$ cat src/rtl/robot_controller.sv
// Pipe-cleaning robot decision core: left-hand wall following with
// priority cleaning, step/clean statistics and spin-in-place detection.
module robot_controller #(
    parameter int STUCK_TURNS = 4,
    parameter int STEP_W      = 16,
    parameter int CLEAN_W     = 8
) (
    input  logic               clock,
    input  logic               reset,
    input  logic               sensors_valid,
    input  logic               head,
    input  logic               left,
    input  logic               under,
    output logic               cmd_valid,
    output logic [1:0]         cmd,
    output logic               stuck,
    output logic [2:0]         fsm_state,
    output logic [STEP_W-1:0]  step_count,
    output logic [CLEAN_W-1:0] clean_count
);

    typedef enum logic [2:0] {
        ST_IDLE      = 3'd0,
        ST_SEARCH    = 3'd1,
        ST_FOLLOW    = 3'd2,
        ST_POST_LEFT = 3'd3,
        ST_STUCK     = 3'd4
    } state_t;

    localparam logic [1:0] CMD_ADV   = 2'b00;
    localparam logic [1:0] CMD_LEFT  = 2'b01;
    localparam logic [1:0] CMD_RIGHT = 2'b10;
    localparam logic [1:0] CMD_CLEAN = 2'b11;

    state_t     state, state_nx;
    logic [3:0] turns, turns_nx;
    logic [1:0] cmd_nx;
    logic       issue;
    logic       is_turn;

    always_comb begin
        state_nx = state;
        cmd_nx   = cmd;
        issue    = 1'b0;
        if (sensors_valid && state != ST_STUCK) begin
            issue = 1'b1;
            case (state)
                ST_FOLLOW: begin
                    if (under) begin
                        cmd_nx = CMD_CLEAN;
                    end else if (!left) begin
                        cmd_nx   = CMD_LEFT;
                        state_nx = ST_POST_LEFT;
                    end else if (!head) begin
                        cmd_nx = CMD_ADV;
                    end else begin
                        cmd_nx = CMD_RIGHT;
                    end
                end
                ST_POST_LEFT: begin
                    if (under) begin
                        cmd_nx = CMD_CLEAN;
                    end else if (!head) begin
                        cmd_nx   = CMD_ADV;
                        state_nx = ST_FOLLOW;
                    end else begin
                        cmd_nx   = CMD_RIGHT;
                        state_nx = ST_FOLLOW;
                    end
                end
                default: begin
                    // IDLE and SEARCH share the search rules
                    if (under) begin
                        cmd_nx   = CMD_CLEAN;
                        state_nx = ST_SEARCH;
                    end else if (left) begin
                        cmd_nx   = head ? CMD_RIGHT : CMD_ADV;
                        state_nx = ST_FOLLOW;
                    end else if (!head) begin
                        cmd_nx   = CMD_ADV;
                        state_nx = ST_SEARCH;
                    end else begin
                        cmd_nx   = CMD_RIGHT;
                        state_nx = ST_FOLLOW;
                    end
                end
            endcase
        end
    end

    assign is_turn = (cmd_nx == CMD_LEFT) || (cmd_nx == CMD_RIGHT);

    always_comb begin
        turns_nx = turns;
        if (issue) begin
            if (cmd_nx == CMD_ADV) begin
                turns_nx = 4'd0;
            end else if (is_turn) begin
                turns_nx = turns + 4'd1;
            end
        end
    end

    always_ff @(posedge clock or negedge reset) begin
        if (!reset) begin
            state       <= ST_IDLE;
            turns       <= 4'd0;
            cmd_valid   <= 1'b0;
            cmd         <= CMD_ADV;
            step_count  <= '0;
            clean_count <= '0;
        end else begin
            cmd_valid <= issue;
            turns     <= turns_nx;
            if (issue) begin
                cmd <= cmd_nx;
                // the turn reaching the limit is still issued
                if (is_turn && turns_nx == 4'(STUCK_TURNS)) begin
                    state <= ST_STUCK;
                end else begin
                    state <= state_nx;
                end
                if (cmd_nx == CMD_ADV && step_count != '1) begin
                    step_count <= step_count + 1'b1;
                end
                if (cmd_nx == CMD_CLEAN && clean_count != '1) begin
                    clean_count <= clean_count + 1'b1;
                end
            end
        end
    end

    assign stuck     = (state == ST_STUCK);
    assign fsm_state = state;

endmodule

$ cat config.mk
export PLATFORM = sky130hd
export DESIGN_NAME = robot_controller
export DESIGN_NICKNAME = d
export VERILOG_FILES = /design/src/rtl/robot_controller.sv
export SDC_FILE = /design/constraint.sdc
export NUM_CORES = 1
export LEC_CHECK = 0
export ABC_AREA = 1
export CORE_MARGIN = 5
export CORE_UTILIZATION = 35
export DETAILED_ROUTE_END_ITERATION = 8
export GPL_TIMING_DRIVEN = 0
export SLEW_MARGIN = 5
export SYNTH_ARGS = -nofsm -noshare
export SYNTH_HDL_FRONTEND = slang
export SYNTH_SLANG_ARGS = --single-unit
export TNS_END_PERCENT = 1
$ cat constraint.sdc
create_clock -name clock -period 7.17 [get_ports clock]
set_clock_uncertainty 0.2 [all_clocks]
set_input_delay 0.717 -clock clock [delete_from_list [all_inputs] [get_ports clock]]
set_output_delay 0.717 -clock clock [all_outputs]
set_load 0.05 [all_outputs]
==> metrics.cfg <==
[sta]
min_period_ns=2.963
fmax_ghz=0.3375
slew_headroom_pct=49.24
setup_ws_ns=4.207
post-route-period-util_pct=41.33
worst_hold_slack_ns=0.3043
rsz0062_at_grt=no
drv_slew=0
tns_ns=0
setup_viol=0
tightest_slew_ns=0.7614
hold_viol_final=0

[placement]
hpwl_mm=3.041
place_ws_ns=3.935
port_buffers=36
gp_congestion=0.7815
placed_cell_area_um2=2455

[global_routing]
antenna_found_initial=0
gr-total-overflow=0
grt_pass1_wl_mm=7.479
grt_usage_pct=12.36
first_global_vias=1746
grt_max_degree=35

[setup_path]
cpLargestDelayFamily=buffers and inverters
arrival_ns=2.93
cp-start-kind=input pin
path_cells=clkdlybuf4s50_1, nand2_4, inv_2, buf_6, o21a_1, inv_1, ha_1, inv_1, nand2_1, a21oi_1, nand2_1, nand2_1, nor2_1, nand3_1, nor2_1, nor2_1
worstSetupPathType=in2reg
crit_path_end_kind=flip-flop
cp_max_fo=10
cp_data_required_time_ns=7.14
critPathBufInv=5
cpPeakStageDelay_ns=0.54
cpMaxStageDelayCell=clkdlybuf4s50_1

[logic_synthesis]
syn_area_per_cell_um2=7.670
synth_cell_types=24
synth-seq-cells=34
yosysSeqAreaShare_pct=42.34
syn_area_um2=2009
synth.net_count=274
yosysWarnings=0
netlist_instances=262

[route]
drt_iter0_drc=18
detail_route.wl_per_cell_um=10.82
vias=1733
drc=0
vias_per_cell=4.585
postRouteAntennaNets=0
wirelength_mm=4.089
dr.pass1.iters=4

[floorplanning]
start_util_pct=36.27
rows=27
io_pins=37
die_area_um2=7356
die_w_um=85.77
coreArea_um2=5540
die_y_um=85.77

[power_and_ir_drop]
power_frac_clock_pct=27.0
power_density_nw_per_um2=315.1
leakage_nw=1.224
p_comb_share_pct=39.6
vdd_drop_max_v=0.0002046
p_sw_share_pct=39.74
p_int_mw=0.4932
p_total_mw=0.8184
power.switching_mw=0.3253
p_seq_share_pct=33.4

[layout]
mostFrequentLayoutCell=nand2_1
fill_cells=581
seqCellArea_um2=850.8
multiInputGateArea_um2=1001
final_cell_mix=nand2_1 (93), clkdlybuf4s50_1 (35), dfrtp_1 (34)
final_design_area_no_fill_um2=2597
diodes=0
num-nets-final=317
area.growth.synth_to_final_pct=29.27
drive_gt1_share_pct=8.170

[clocking]
cts_htree_levels=2
ctsHoldBuffers=0
cts.repair.resized=0
clk_path_buf_depth=2
cts_buffers=5
cts_setup_buffers=0
cts_sinks=34
cts_tree=done
ctsRootBufferMaster=clkbuf_8
clk_pin_slew_ns=0.08
clk_latency_ns=0.28

[worst_hold_path]
hp-class=in2async

[outcome]
status=complete, no violations

[flow_run]
cap_violations=0

-- power groups by stage --
stage / Clock (mW) / Sequential, mW / Combinational, mW
floorplan: 0 / 0.374 / 0.131
global placement: 0 / 0.276 / 0.325
detailed placement: 0 / 0.276 / 0.326
CTS: 0.226 / 0.273 / 0.329
global route: 0.234 / 0.282 / 0.361
finish: 0.221 / 0.273 / 0.324
-- kinds of logic (layout without fill, tap and decap cells) --
family / count (synthesis) / count (layout) / share of synthesized area, %
buf+inv: 34 / 78 / 7.845
compound gates: 17 / 17 / 5.044
flops: 34 / 34 / 42.34
xor+xnor: 20 / 20 / 8.717
simple gates: 151 / 151 / 32.32
fa+ha+maj: 6 / 6 / 3.736
-- synthesized netlist by cell type --
library cell  number  area share, %
a21oi_1            2           0.50
nor3_2             2            1.0
xor2_1            13            5.7
ha_1               6            3.7
nand3_1           15            3.7
inv_2              4           0.75
o21a_1             4            1.5
nor3_4             1           0.81
o21ai_2            1           0.44
nand2_1           93             17
nand3_2            1           0.50
xnor2_1            7            3.1
o21ai_1            1           0.25
nor3_1             3           0.75
nand2_2            2           0.62
nor2_1            27            5.0
o21ai_0            8            2.0
inv_1             26            4.9
buf_6              4            2.2
o21bai_1           1           0.37
nand3b_1           1           0.37
nand4_1            5            1.6
dfrtp_1           34             42
nand2_4            1           0.56
-- cell type report --
cell class	count	share of cell area (%)
flip-flops and latches	34	32.76
plain buffers	4	1.734
clock inverters	2	2.312
well taps	72	3.468
clock buffers	6	3.179
repair buffers	36	13.68
multi-input cells	194	38.54
inverters	30	4.335
-- worst register-to-register path: cells and delay by family (launching register included) --
family	cells	cell delay [ns]
AO/OA/AOI/OAI	2	0.21
adder cells (fa/ha/maj)	1	0.40
flip-flops	1	0.41
buffers and inverters	2	0.14
AND/OR/NAND/NOR	12	1.13
-- final timing paths --
path                                                start                         to  slack, ns  cells past startpoint
worst max-delay path                        sensors_valid   fsm_state[1]$_DFFE_PN0P_       4.21                     16
worst min-delay path                                reset  step_count[8]$_DFFE_PN0P_       0.30                      1
worst max register to register   fsm_state[1]$_DFFE_PN0P_   fsm_state[1]$_DFFE_PN0P_       4.57                     17
worst min register to register  step_count[0]$_DFFE_PN0P_  step_count[0]$_DFFE_PN0P_       0.32                      1
max in group asynchronous                           reset  step_count[5]$_DFFE_PN0P_       5.98                      1
min in group clock              step_count[0]$_DFFE_PN0P_  step_count[0]$_DFFE_PN0P_       0.32                      1
-- through the flow --
step	util, %	instances
floorplan	-	262
global placement	44.40	370
detailed placement	44.31	370
CTS	46.88	378
global route	46.88	378
finish	46.88	378
-- per-layer routing --
metal  GRT usage, %  part of all wire [%]  vias to the layer above
met1          15.65                    47                      801
met5              0                     0                        -
li1               -                     -                      900
met3          3.554                   4.9                        2
met4          3.309                  0.34                        0
met2          20.62                    47                       30
-- sequential cells by signal, summed over array words and instances (netlist names) --
signal and count:
step_count 16, cmd 2, clean_count 8, fsm_state 3, cmd_valid 1, turns 4
No activity file was read; power rests on OpenSTA's default activity.
